**config.mk**
```make
export PLATFORM = sky130hd
export DESIGN_NAME = riscv_mult_seq
export DESIGN_NICKNAME = d
export VERILOG_FILES = /design/src/rtl/riscv_mult_seq_pkg.sv /design/src/rtl/riscv_mult_seq_pp.sv /design/src/rtl/riscv_mult_seq.sv
export SDC_FILE = /design/constraint.sdc
export NUM_CORES = 1
export LEC_CHECK = 0
export ABC_AREA = 0
export CORE_MARGIN = 3
export CORE_UTILIZATION = 60
export DETAILED_ROUTE_END_ITERATION = 16
export PLACE_DENSITY = 0.79
export SKIP_LAST_GASP = 1
export SYNTH_ARGS = -nofsm -noshare
export SYNTH_HDL_FRONTEND = slang
export SYNTH_HIERARCHICAL = 1
export SYNTH_SLANG_ARGS = --single-unit
```
**constraint.sdc**
```tcl
create_clock -name clk -period 14.01 [get_ports clk]
set_input_delay 2.1015 -clock clk [delete_from_list [all_inputs] [get_ports clk]]
set_output_delay 2.1015 -clock clk [all_outputs]
set_load 0.01 [all_outputs]
```
**src/rtl/riscv_mult_seq_pkg.sv**
```systemverilog
// Shared definitions for the sequential multiplier: operator encodings and FSM states.
package riscv_defines;

  localparam logic [1:0] MUL_LO  = 2'd0;
  localparam logic [1:0] MUL_MAC = 2'd1;
  localparam logic [1:0] MUL_HI  = 2'd2;

  typedef enum logic [1:0] {
    IDLE = 2'd0,
    CALC = 2'd1,
    DONE = 2'd2
  } mult_state_e;

endpackage

```
**src/rtl/riscv_mult_seq_pp.sv**
```systemverilog
// One partial product: (CHUNK+1)x(CHUNK+1) signed slice multiply, sign-extended to
// 2*WIDTH and shifted into place.
module riscv_mult_pp #(
  parameter int WIDTH = 32,
  parameter int CHUNK = 16,
  parameter int SW    = 3
) (
  input  logic [CHUNK-1:0]   a_slice,
  input  logic [CHUNK-1:0]   b_slice,
  input  logic               a_top,
  input  logic               b_top,
  input  logic [1:0]         sign_mode,
  input  logic [SW-1:0]      shift_idx,
  output logic [2*WIDTH-1:0] pp
);

  localparam int PW = 2*CHUNK + 2;

  logic                 a_ext_s;
  logic                 b_ext_s;
  logic signed [CHUNK:0] a_op_s;
  logic signed [CHUNK:0] b_op_s;
  logic signed [PW-1:0]  prod_s;
  logic [2*WIDTH-1:0]    ext_s;

  // Only the most significant slice carries the operand sign.
  always_comb begin
    a_ext_s = a_slice[CHUNK-1] & sign_mode[0] & a_top;
    b_ext_s = b_slice[CHUNK-1] & sign_mode[1] & b_top;
    a_op_s  = {a_ext_s, a_slice};
    b_op_s  = {b_ext_s, b_slice};
    prod_s  = a_op_s * b_op_s;
  end

  generate
    if (PW < 2*WIDTH) begin : g_sext
      assign ext_s = {{(2*WIDTH-PW){prod_s[PW-1]}}, prod_s};
    end else begin : g_trunc
      assign ext_s = prod_s[2*WIDTH-1:0];
    end
  endgenerate

  // Align the product to its (i+j)*CHUNK weight.
  always_comb begin
    pp = ext_s << (int'(shift_idx) * CHUNK);
  end

endmodule

```
**src/rtl/riscv_mult_seq.sv**
```systemverilog
// Sequential chunked multiplier (MUL_LO / MUL_MAC / MUL_HI), one partial product per cycle.
// Optional macro RISCV_MULT_EARLY_OUT_EN ends CALC early once the remaining multiplier bits are zero.
module riscv_mult_seq
  import riscv_defines::*;
#(
  parameter int WIDTH = 32,
  parameter int CHUNK = 16
) (
  input  logic             clk,
  input  logic             rst_n,
  input  logic             valid_i,
  output logic             ready_o,
  input  logic [1:0]       operator_i,
  input  logic [1:0]       signed_i,
  input  logic [WIDTH-1:0] op_a_i,
  input  logic [WIDTH-1:0] op_b_i,
  input  logic [WIDTH-1:0] op_c_i,
  input  logic             flush_i,
  output logic [WIDTH-1:0] result_o,
  output logic             valid_o,
  output logic             multicycle_o,
  input  logic             ex_ready_i
);

  localparam int N  = WIDTH / CHUNK;
  localparam int NN = N * N;
  localparam int KW = $clog2(NN + 1);
  localparam int SW = $clog2(2 * N) + 1;

  generate
    if (WIDTH % CHUNK != 0) begin : g_width_check
      $error("riscv_mult_seq: WIDTH must be a multiple of CHUNK");
    end
  endgenerate

  mult_state_e        state_r;
  logic [WIDTH-1:0]   a_r;
  logic [WIDTH-1:0]   b_r;
  logic [1:0]         op_r;
  logic [1:0]         sign_r;
  logic [KW-1:0]      k_r;
  logic [2*WIDTH-1:0] acc_r;

  int                 i_s;
  int                 j_s;
  logic [CHUNK-1:0]   a_slice_s;
  logic [CHUNK-1:0]   b_slice_s;
  logic               a_top_s;
  logic               b_top_s;
  logic [SW-1:0]      shift_idx_s;
  logic [2*WIDTH-1:0] pp_s;
  logic [2*WIDTH-1:0] acc_next_s;
  logic [WIDTH-1:0]   result_sel_s;
  logic               last_s;
  logic               early_s;

  // Step decode, slice selection, next accumulator and result select.
  always_comb begin
    i_s          = int'(k_r) % N;
    j_s          = int'(k_r) / N;
    a_slice_s    = a_r[i_s*CHUNK +: CHUNK];
    b_slice_s    = b_r[j_s*CHUNK +: CHUNK];
    a_top_s      = (i_s == N - 1);
    b_top_s      = (j_s == N - 1);
    shift_idx_s  = SW'(i_s + j_s);
    acc_next_s   = acc_r + pp_s;
    last_s       = (int'(k_r) == NN - 1);
    if (op_r == MUL_HI) begin
      result_sel_s = acc_next_s[2*WIDTH-1:WIDTH];
    end else begin
      result_sel_s = acc_next_s[WIDTH-1:0];
    end
`ifdef RISCV_MULT_EARLY_OUT_EN
    early_s = (i_s == 0) && ((b_r >> (j_s * CHUNK)) == {WIDTH{1'b0}});
`else
    early_s = 1'b0;
`endif
  end

  riscv_mult_pp #(
    .WIDTH (WIDTH),
    .CHUNK (CHUNK),
    .SW    (SW)
  ) u_pp (
    .a_slice   (a_slice_s),
    .b_slice   (b_slice_s),
    .a_top     (a_top_s),
    .b_top     (b_top_s),
    .sign_mode (sign_r),
    .shift_idx (shift_idx_s),
    .pp        (pp_s)
  );

  // Control FSM with registered handshake and result outputs; flush wins over everything.
  always_ff @(posedge clk) begin
    if (!rst_n) begin
      state_r      <= IDLE;
      a_r          <= {WIDTH{1'b0}};
      b_r          <= {WIDTH{1'b0}};
      op_r         <= 2'b00;
      sign_r       <= 2'b00;
      k_r          <= {KW{1'b0}};
      acc_r        <= {(2*WIDTH){1'b0}};
      ready_o      <= 1'b1;
      valid_o      <= 1'b0;
      multicycle_o <= 1'b0;
      result_o     <= {WIDTH{1'b0}};
    end else begin
      case (state_r)
        IDLE: begin
          if (valid_i && ready_o && !flush_i) begin
            state_r      <= CALC;
            a_r          <= op_a_i;
            b_r          <= op_b_i;
            op_r         <= operator_i;
            sign_r       <= signed_i;
            k_r          <= {KW{1'b0}};
            acc_r        <= (operator_i == MUL_MAC) ?
                            {{WIDTH{op_c_i[WIDTH-1]}}, op_c_i} : {(2*WIDTH){1'b0}};
            ready_o      <= 1'b0;
            multicycle_o <= 1'b1;
          end else begin
            ready_o      <= 1'b1;
          end
        end
        CALC: begin
          if (flush_i) begin
            state_r      <= IDLE;
            ready_o      <= 1'b1;
            multicycle_o <= 1'b0;
            valid_o      <= 1'b0;
            result_o     <= {WIDTH{1'b0}};
          end else begin
            acc_r <= acc_next_s;
            k_r   <= k_r + KW'(1'b1);
            if (last_s || early_s) begin
              state_r      <= DONE;
              multicycle_o <= 1'b0;
              valid_o      <= 1'b1;
              result_o     <= result_sel_s;
            end else begin
              state_r      <= CALC;
            end
          end
        end
        DONE: begin
          if (flush_i || ex_ready_i) begin
            state_r  <= IDLE;
            ready_o  <= 1'b1;
            valid_o  <= 1'b0;
            result_o <= {WIDTH{1'b0}};
          end else begin
            state_r  <= DONE;
          end
        end
        default: begin
          state_r      <= IDLE;
          ready_o      <= 1'b1;
          valid_o      <= 1'b0;
          multicycle_o <= 1'b0;
          result_o     <= {WIDTH{1'b0}};
        end
      endcase
    end
  end

endmodule

```
==> results, run 1 <==
- The cell area after layout is around 25000 µm².
- Once the floorplan was initialized, standard cells occupied between 60% and 70% of the core.
- The most frequent cell on the critical path is fa_1.
- For this design, the CTS-stage hold fixing added 0 buffers.
- Among all cell types in the netlist, the one instantiated most often is nand2_1.
- For the pin with the worst max-slew slack, the measured transition is around 1.1 ns.
- Of all nets on the critical path, the largest fanout is 19.
- Dividing the detail-routed wire length by the instance count gives 21.2 µm.
- The number of nets produced by synthesis is 3353.
- CTS built an H-tree with a depth of 4.
- The routed layout has 20573 vias.
- The layout overhead on the synthesized area is 10.2%.
- The leakage power figure is between 10 and 15 nW.
- In the global route stage, overall resource usage came out at a little over a third.
- Ranked by instance count, the synthesized netlist is headed by nand2_1, inv_1, fa_1, a21oi_1, dfxtp_1.
- The root cell of the clock tree is clkbuf_16.
- The final setup skew is about 0.014 ns.
- After detailed placement, the design holds a cell count of roughly 3300.
- In this run, distinct cell masters in the synthesized netlist total 82.
- In this run the vertical extent of the chip is 200 µm.
- Counting flops with a built-in enable in the synthesized netlist gives 0.
- In this run the post-CTS setup repair buffer count came out at 0.
- The congestion estimate from routability-driven global placement came to 1.01.
- The via count of the first global-routing pass is between 20000 and 25000.
- In this run the remaining antenna-violating nets after routing total 0.
- Setup repair after global routing left no endpoint under its margin.
- The number of DRC violations after detailed routing is 0.
- The area of the die is ~40000 µm².
- Entering global routing, the biggest net connects 94 pins.
- Pin placement for this block handled 140 I/O pins.
- After technology mapping, the gate count stands at 2800.
- The maximum clock frequency is 0.0894 GHz.
- The highest ir drop seen on vdd is 0.0763 mV.
- In this run the tightest slew margin relative to its limit is ~28%.
- The synthesized area per cell is around 8.1 µm².
- The number of synthesized register bits is 172.
- The initialized floorplan defines 70 standard-cell rows.
- The first global-routing pass estimated approximately 110 mm of wire.
- The final non-filler cell total is ~3400.
- The net count of the finished layout is between 3000 and 4000.
- The first routing iteration left 1903 violations.
- The run finished with clean final reports.
- The per-cell via count in the routed design is about 6.1.
- Gates resized during post-CTS repair numbered 0.
- Broken down by cell family, the worst path's largest delay share belongs to adder cells.
- The clock insertion delay at the later pin of the skew report is between 0.4 and 0.5 ns.
- The share of synthesized area occupied by flip-flops and latches is 15.2%.
- The remaining global-route overflow is 0.
- The setup TNS is 0 ns.
- The first TritonRoute pass finished after 7 iterations.
- TritonCTS built the clock tree.
- The largest stage delay on the critical path is between 1 and 1.5 ns.
- The top-area cell type share of the netlist area is 26.2%.
- The final period utilization is between 70% and 80%.
- fa_1 takes more of the synthesized area than any other cell.
- Counting flops with an async set or reset pin after synthesis yields a share of 0%.
- The total of endpoints with negative setup slack in the final report is 0.
- The data arrival time of the critical path is roughly 12 ns.
- The clock-pin slew on the worst setup and hold paths is 0.07 ns.
- The total count of hold-check failures in the final report is 0.
- The worst setup path is captured at a flop.
- The cell area that synthesis handed to floorplanning was between 20000 and 25000 µm².
- The placed wire-length estimate after detailed placement is between 50 and 60 mm.
- 0 antenna diodes ended up in the layout.
- The core region area is 36900 µm².
- The number of port buffers is 139.
- Summing all placed instances gives a cell area of between 20000 and 25000 µm².
- The TritonCTS sink count is roughly 170.
- The time the worst path needs with I/O delays and setup is approximately 11 ns.
- Data on the critical path is required at its endpoint by approximately 14 ns.
- After synthesis, the cell types taking the most area are fa_1, dfxtp_1, ha_1, nand2_1, inv_1.
- The power per standard cell area is 54.1 nW/µm².
- The end-of-flow core utilization is 67.7%.
- The horizontal die dimension is roughly 200 µm.
- The initial antenna violation count is 0.
- The worst setup path is launched from a flop.
- The share of final-layout standard cells stronger than drive strength 1 is slightly below 5%.
- The dominant synthesized flop cell is dfxtp_1.
- The number of synthesis warnings is 6.
- The worst path buffer plus inverter count is 4.
- The tool flagged a number of max-cap violations equal to 0.
- The final number of max-transition violations came to 0.
- The tightest hold path in the finished design has a slack of about 0.46 ns.
- The largest individual stage delay along the critical path comes from the cell dfxtp_1.
- Wires add up to 71.2 mm.
- The critical path is of the flop to flop type.
- Counting the buffers created by CTS gives 17.
- The path class of the tightest hold or removal check is flop to flop.
- The clock passes through at most 2 buffers.
through the flow:
step / setup WS, ns / power, mW
4_1_cts: 2.98 / 1.34
6_report: 2.82 / 1.35
5_1_grt: 2.27 / 1.40
2_1_floorplan: 4.14 / 0.745
3_5_place_dp: 3.02 / 0.876
3_3_place_gp: 3.15 / 0.870
layout by cell type (no fill, tap or decap), types with 114 or more instances in the layout:
cell type        instances
clkdlybuf4s50_1        139
fa_1                   297
dfxtp_1                172
and2_1                 144
a21oi_1                226
nor2_1                 158
nand2_1                418
ha_1                   151
o21ai_0                114
inv_1                  381
state kept, by name, summed over array words and instances, names as in the netlist, 2 cells and up:
signal	flops
acc_r	64
k_r	3
result_o	32
b_r	32
state_r	2
sign_r	2
a_r	32
op_r	2
tightest hold or removal path: stages, from the launching register on:
cell	delay, ns
dfxtp_1	0.31
nand2_1	0.05
a21oi_1	0.05
final cells by class:
class                           instances  area (µm²)
Timing Repair Buffer                  170        1620
Fill cell                            3092       11900
Sequential cell                       172        3440
Multi-Input combinational cell       2096       17300
Tap cell                              504         631
Inverter                              382        1440
Clock buffer                           18         439
Clock inverter                         14         145
routing by layer:
metal | part of all wire, % | routed length, µm | global-route usage [%] | vias up
met1 | 40 | 28500 | 48.1 | 10022
met2 | 45 | 32200 | 55.9 | 1076
met3 | 10 | 7080 | 7.18 | 214
met5 | 0 | 0 | 0 | -
met4 | 4.7 | 3380 | 14.2 | 0
li1 | - | - | - | 9261
worst paths after layout:
kind                              start            to  slack [ns]  cells after the start
worst max-delay path             k_r[1]  result_o[16]        2.82                     33
worst min-delay path            a_r[15]       a_r[15]        0.46                      2
worst max register to register   k_r[1]  result_o[16]        2.82                     33
worst min register to register  a_r[15]       a_r[15]        0.46                      2
where the power goes:
group          switching (mW)  internal [mW]  leakage, nW
registers              0.0167          0.514         1.40
logic                   0.228          0.119         9.82
clock network           0.232          0.241        0.280
cells by family (layout without fill, tap and decap cells):
family                   Yosys count  count (layout)  synth area share (%)
flip-flops                       172             172                  15.2
multiplexers                      49              49                  2.26
AO/OA/AOI/OAI                    619             619                  17.6
buffers and inverters            532             584                  8.88
AND/OR/NAND/NOR                  889             889                  18.0
XOR/XNOR                          91              91                  3.52
adder cells (fa/ha/maj)          448             448                  34.6
Power figures use the tool's default switching activity.
==> inputs of run 2 (changes only) <==
clock period = 10.81 ns   (was 14.01 ns; I/O delays follow)
==> run 2 against run 1 <==
  * Sequential power grew 30%
  * Wire length grew 1.2%
  * Utilization up 0.39 points
  * Maximum frequency up 6.7%
  * Clock power grew 44%
  * Sequential share of layout area down 0.074 points
  * Global-route usage increased by 0.12 points
  * Critical endpoint unchanged
==> results, run 2 (synthesis gave the netlist of run 1 again) <==
- The layout net count is 3403 (+0.32%).
- The sequential power share was 37.9% (-1.4 points).
- The total count of hold-check failures in the final report was 0 (unchanged).
- The nature of the critical path startpoint is a flop.
- The final setup skew came to 0.00982 ns (-0.00388 ns).
- Among the stages of the critical path, the cell type that occurs most often is fa_1.
- The total of fill cells in the finished design is 3063 (-0.94%).
- The combinational cell fraction of total power is 24.8% (-0.9 points).
- The min-delay analysis places its worst path in the category flop to flop.
- acc_r holds more flip-flops than any other register.
- The via count of the first global-routing pass was 20730 (-0.058%).
- The internal power contribution is 1.16 mW (+33%).
- The quantity of hold-fixing buffers added after cts came to 0 (unchanged).
- Relative to the synthesized area, the layout overhead comes to 10.9%.
- The antenna diode instance count is 0 (unchanged).
- The TritonCTS buffer count was 17 (unchanged).
- The highest ir drop seen on vdd is 0.117 mV (+53%).
- The multi-input gate area in the final layout was 17300 µm² (about the same).
- The setup TNS came to 0 ns (unchanged).
- The slowest library cell on the worst path is or4b_1.
- The global-route wire length before repair is 114 mm (+0.38%).
- The slack of the worst reg-to-reg path came to 0.33 ns (-2.49 ns).
- The maximum clock frequency came to 0.0954 GHz (+6.7%).
- In this run the critical register-to-register path is captured at result_o[16].
- The worst slew margin relative to its limit was 27.5% (-0.22 points).
- The remaining global-route overflow came to 0 (unchanged).
- The core region area is 36900 µm² (unchanged).
- The endpoint of the worst hold-timing path is b_r[22].
- The startpoint of the worst register-to-register path is k_r[1].
- The total vias in the final route is 20494 (-0.38%).
- The post-detailed-routing wire length is 72.0 mm (+1.2%).
- The switching share of total power is 36.0% (+0.65 points).
- The routed wirelength normalized by instance count is 21.4 µm (+0.90%).
- The data arrival time of the critical path came to 10.86 ns (-0.72 ns).
- The root cell of the clock tree is clkbuf_16.
- The share of final-layout standard cells stronger than drive strength 1 is 5.34% (+0.47 points).
- The sequential cell area is 3440 µm² (about the same).
- The max capacitance violation total came to 0 (unchanged).
- The number of port buffers is 139 (unchanged).
- The number of post-CTS setup repair buffers is 0 (unchanged).
- The worst setup path is of the flop to flop kind.
- The overall die height is 200 µm (unchanged).
- The slew at the pin closest to its max-slew limit is 1.09 ns (+0.00478 ns).
- STA classifies the critical path endpoint as a flop.
- The starting utilization of the core area is 61.4% (unchanged).
- The instance count along the most critical hold path is 2 (unchanged).
- The area of the die came to 40100 µm² (unchanged).
- The number of cells traversed by the worst register-to-register path is 35 (+6.1%).
- The total of endpoints with negative setup slack in the final report is 0 (unchanged).
- The flip-flop count of the largest register, all copies and words added is 64 (unchanged).
- The count of antenna-violating nets left after detailed routing is 0 (unchanged).
- The final number of max-transition violations is 0 (unchanged).
- The pin count of the biggest net entering global routing is 93 (-1.1%).
- The clock insertion delay at the later pin of the skew report is 0.46 ns (about the same).
- The overall track demand over capacity in global routing is 35.5% (+0.12 points).
- The post-cts resize count is 0 (unchanged).
- The TritonCTS sink count was 172 (unchanged).
- The leakage power figure is 11.6 nW (+0.71%).
- The part of the total power dissipated in the clock network is 37.4% (+2.4 points).
- The clock tree from TritonCTS is yes.
- The final estimated routing congestion in global placement is 0.985 (-2.8%).
- The run finished with clean final reports.
- The number of placed I/O pins was 140 (unchanged).
- The H-tree depth is 4 (unchanged).
- The total power is 1.82 mW (+35%).
- The clock-pin slew on the worst setup and hold paths is 0.08 ns (about the same).
- The initial antenna violation count came to 1 (+1).
- The count of TritonRoute iterations in the first routing pass is 6 (-1).
- The row count was 70 (unchanged).
- The power per standard cell area is 72.3 nW/µm² (+34%).
- The buffer depth of the longest clock path came to 2 (unchanged).
- The per-cell via count in the routed design came to 6.09 (-0.71%).
- The DRC violation total after the first TritonRoute iteration came to 1829 (-3.9%).
- The placed wire-length estimate after detailed placement is 57.5 mm (+2.0%).
- The time the worst path needs with I/O delays and setup is 10.48 ns (-0.706 ns).
- Setup repair after global routing left no endpoint under its margin.
- In the layout the commonest cells are nand2_1, inv_1, fa_1, a21oi_1, dfxtp_1.
- The highest net fanout along the worst path is 16 (-3).
- Leaving out fill and tap cells, the most frequent cell in the layout is nand2_1.
- The power dissipated by switching net loads came to 653 µW (+37%).
- The largest stage delay on the critical path came to 0.68 ns (-0.36 ns).
- The required time of the critical path is 11.19 ns (-3.21 ns).
- The number of DRC violations after detailed routing is 0 (unchanged).
- The horizontal die dimension was 200 µm (unchanged).
- The startpoint of the tightest hold check path is b_r[22].
- The final period utilization was 97.0% (+17 points).
==> run 2: power groups by stage <==
stage               clock (mW)  sequential, mW  combinational [mW]
floorplan                    0           0.693               0.273
global route             0.706           0.691               0.483
global placement             0           0.701               0.429
finish                   0.679           0.688               0.450
CTS                      0.678           0.687               0.439
detailed placement           0           0.702               0.436
==> run 2: layout make-up <==
type	instances	share of cell area, %
multi-input cells	2096	68.7
flip-flops and latches	172	13.7
inverters	382	5.71
well taps	504	2.51
repair buffers	181	6.80
clock buffers	17	1.69
clock inverters	15	0.847
==> run 2: metal layers <==
layer  global-route usage, %  routed length, µm  vias up
li1                        -                  -     9277
met1                    49.0              30200    10057
met2                    56.8              33000      990
met3                    6.18               5790      170
met4                    12.6               2990        0
met5                       0                  0        -
==> run 2: how the worst max path moves through the flow <==
stage | startpoint | endpoint | cells after the start
floorplan | k_r[0] | result_o[18] | 36
CTS | k_r[1] | result_o[16] | 32
detailed placement | k_r[1] | result_o[16] | 35
global route | k_r[1] | result_o[16] | 35
global placement | k_r[1] | result_o[25] | 32
finish | k_r[1] | result_o[16] | 35
==> run 2: through the flow <==
stage / instance area (µm²) / utilization [%] / setup WS, ns / hold WS [ns] / instances
2_1_floorplan: 22700 / - / 0.936 / 0.432 / 2800
3_3_place_gp: 24500 / 66.3 / 0.487 / 0.439 / 3335
3_5_place_dp: 24500 / 66.3 / 0.273 / 0.447 / 3335
4_1_cts: 25100 / 68.1 / 0.232 / 0.457 / 3367
5_1_grt: 25100 / 68.1 / 0.00804 / 0.482 / 3367
6_report: 25100 / 68.1 / 0.329 / 0.458 / 3367
==> run 2: critical path, delay by kind of cell, from the launching register on <==
family          cells  cell delay, ns
buf+inv             6            0.81
fa+ha+maj           8            3.93
simple gates        4            1.13
compound gates     15            3.37
xor+xnor            1            0.35
mux                 1            0.21
flops               1            0.59
==> inputs of run 3 (changes only) <==
REMOVE_ABC_BUFFERS = 1   (was unset)
clock period = 12.26 ns   (was 10.81 ns; I/O delays follow)
==> run 3 against run 2 <==
  * Maximum frequency fell by 1.6%
  * Count of clock-buffer cells in the layout rose by 1
  * Setup slack improved by 1.3 ns
  * Design area fell by 0.50%
  * First-iteration DRC count rose by 8.7%
  * Die area did not move
  * Via count rose by 0.44%
  * Flip-flop and latch count did not move
  * Wire length rose by 1.8%
  * Utilization fell by 0.34 points
  * Combinational power fell by 12%
  * Clock skew rose by 0.0066 ns
  * Largest cell class unchanged
  * Largest power group unchanged
==> results, run 3 (synthesis gave the netlist of run 1 again) <==
- The number of placed I/O pins is 140 (unchanged).
- The global routing met3 resource utilization is 7.64% (+1.5 points).
- The final period utilization is 86.9% (-10 points).
- The number of post-CTS setup repair buffers is 0 (unchanged).
- The power per standard cell area is 63.5 nW/µm² (-12%).
- The quantity of hold-fixing buffers added after cts was 0 (unchanged).
- The clock tree from TritonCTS is yes.
- The count of antenna-violating nets left after detailed routing was 0 (unchanged).
- The global routing met1 resource utilization is 50.6% (+1.6 points).
- The per-cell via count in the routed design is 6.13 (+0.77%).
- The layer flagged by global routing as most heavily used is met2.
- The endpoint kind of the worst setup timing path is a flop.
- The routed wirelength normalized by instance count is 21.8 µm (+2.1%).
- The run finished with clean final reports.
- The final setup skew is 0.0164 ns (+0.00658 ns).
- The post-detailed-routing wire length is 73.3 mm (+1.8%).
- The row count came to 70 (unchanged).
- The maximum clock frequency is 0.0939 GHz (-1.6%).
- The worst path buffer plus inverter count is 6 (unchanged).
- The TritonCTS sink count is 172 (unchanged).
- The tightest hold margin is 0.454 ns (-0.00464 ns).
- The global-route wire length before repair is 116 mm (+1.8%).
- The remaining global-route overflow is 0 (unchanged).
- The global-route track usage on met2 came to 57.3% (+0.49 points).
- The H-tree depth is 4 (unchanged).
- The multi-input gate area in the final layout is 17300 µm² (about the same).
- The total of endpoints with negative setup slack in the final report is 0 (unchanged).
- The most flop-heavy register is acc_r.
- The flip-flop count of the largest register, all copies and words added is 64 (unchanged).
- The final estimated routing congestion in global placement was 1.00 (+1.5%).
- The placed wire-length estimate after detailed placement was 58.2 mm (+1.1%).
- The total of fill cells in the finished design is 2998 (-2.1%).
- The data arrival time of the critical path is 10.97 ns (+0.11 ns).
- In this run the clock root is driven by a clkbuf_16.
- The clock insertion delay at the later pin of the skew report was 0.47 ns (about the same).
- The sequential cell area is 3440 µm² (about the same).
- The number of port buffers is 139 (unchanged).
- The total vias in the final route is 20584 (+0.44%).
- The setup TNS is 0 ns (unchanged).
- The worst slew margin relative to its limit is 19.8% (-7.7 points).
- The DRC violation total after the first TritonRoute iteration came to 1989 (+8.7%).
- The pin count of the biggest net entering global routing is 69 (-26%).
- The layout net count was 3393 (-0.29%).
- The starting utilization of the core area was 61.4% (unchanged).
- Among cell families on the critical path, the largest total delay comes from adder cells.
- The time the worst path needs with I/O delays and setup is 10.65 ns (+0.173 ns).
- The kind of critical path is flop to flop.
- The initial antenna violation count came to 0 (-1).
- The via count of the first global-routing pass is 21170 (+2.1%).
- The share of final-layout standard cells stronger than drive strength 1 is 4.87% (-0.47 points).
- The leading cell type in the layout, fill and taps excluded is nand2_1.
- The number of cells traversed by the worst register-to-register path was 34 (-2.9%).
- Relative to the synthesized area, the layout overhead comes to 10.3%.
- The slowest library cell on the worst path is fa_1.
- The TritonCTS buffer count was 17 (unchanged).
- The max capacitance violation total came to 0 (unchanged).
- Among the stages of the critical path, the cell type that occurs most often is fa_1.
- Leaving out fill and tap cells, the most frequent cells in the layout are nand2_1, inv_1, fa_1, a21oi_1, dfxtp_1.
- The instance count along the most critical hold path is 2 (unchanged).
- The highest ir drop seen on vdd is 0.0997 mV (-15%).
- The buffer depth of the longest clock path came to 2 (unchanged).
- The total count of hold-check failures in the final report came to 0 (unchanged).
- The slew at the pin closest to its max-slew limit came to 1.20 ns (+0.112 ns).
- The overall die height is 200 µm (unchanged).
- The count of TritonRoute iterations in the first routing pass came to 8 (+2).
- The horizontal die dimension is 200 µm (unchanged).
- The antenna diode instance count came to 0 (unchanged).
- The overall track demand over capacity in global routing was 36.5% (+0.93 points).
- The highest net fanout along the worst path is 18 (+2).
- The leakage power figure is 11.5 nW (-0.62%).
- The clock-pin slew on the worst setup and hold paths is 0.08 ns (about the same).
- The total power is 1.59 mW (-13%).
- The number of DRC violations after detailed routing is 0 (unchanged).
- The worst min-delay path class is flop to flop.
- The core region area was 36900 µm² (unchanged).
- Setup repair after global routing left no endpoint under its margin.
- STA classifies the critical path startpoint as a flop.
- The post-cts resize count was 0 (unchanged).
- The logic depth of the worst path, buffers included was 34 (-2.9%).
- The largest stage delay on the critical path was 0.87 ns (+0.19 ns).
- The required time of the critical path is 12.58 ns (+1.39 ns).
- The final number of max-transition violations is 0 (unchanged).
- The area of the die is 40100 µm² (unchanged).
==> run 3: cell count changes in the layout (fill, tap and decap cells not counted), sizes merged <==
cell	before	now
clkinvlp	0	1
clkbuf	17	18
inv	390	388
clkinv	6	5
buf	42	32
==> run 3: worst reg2reg max path, delay by kind of cell (launching register included) <==
family | cells | cell delay (ns)
AOI/OAI and AO/OA | 7 | 1.69
and+or+nand+nor | 10 | 2.40
xor gates and xnor gates | 1 | 0.40
buffers and inverters | 6 | 0.60
DFF | 1 | 0.32
adders and majority gates | 8 | 4.32
muxes | 2 | 0.76
==> run 3: where the power goes <==
group | internal (mW) | switching (mW) | total (mW)
Clock | 0.294 | 0.291 | 0.585
Combinational | 0.136 | 0.262 | 0.397
Sequential | 0.587 | 0.0189 | 0.606
Total | 1.02 | 0.572 | 1.59
==> run 3: area by class of cell <==
class / count / share of cell area [%]
multi-input cells: 2096 / 69.1
well taps: 504 / 2.52
repair buffers: 171 / 6.53
clock inverters: 13 / 0.596
inverters: 382 / 5.74
clock buffers: 18 / 1.76
flip-flops and latches: 172 / 13.8
==> run 3: per-layer routing <==
metal	vias to the layer above	part of all wire [%]
met5	-	0
met2	1032	46
met4	0	3.1
met3	162	8.8
met1	10139	42
li1	9251	-
==> run 3: final timing paths <==
kind | to | slack (ns) | start
max | result_o[23] | 1.61 | k_r[0]
min | a_r[26] | 0.45 | a_r[26]
min reg2reg | a_r[26] | 0.45 | a_r[26]
max reg2reg | result_o[23] | 1.61 | k_r[0]
==> run 3: metrics by stage <==
stage / utilization, % / worst slack, ns / cell area, µm² / instances
floorplan: - / 0.424 / 22100 / 2650
global placement: 66.2 / 1.84 / 24400 / 3325
detailed placement: 66.2 / 1.80 / 24400 / 3325
CTS: 67.8 / 1.80 / 25000 / 3356
global route: 67.8 / 1.15 / 25000 / 3356
finish: 67.8 / 1.61 / 25000 / 3356
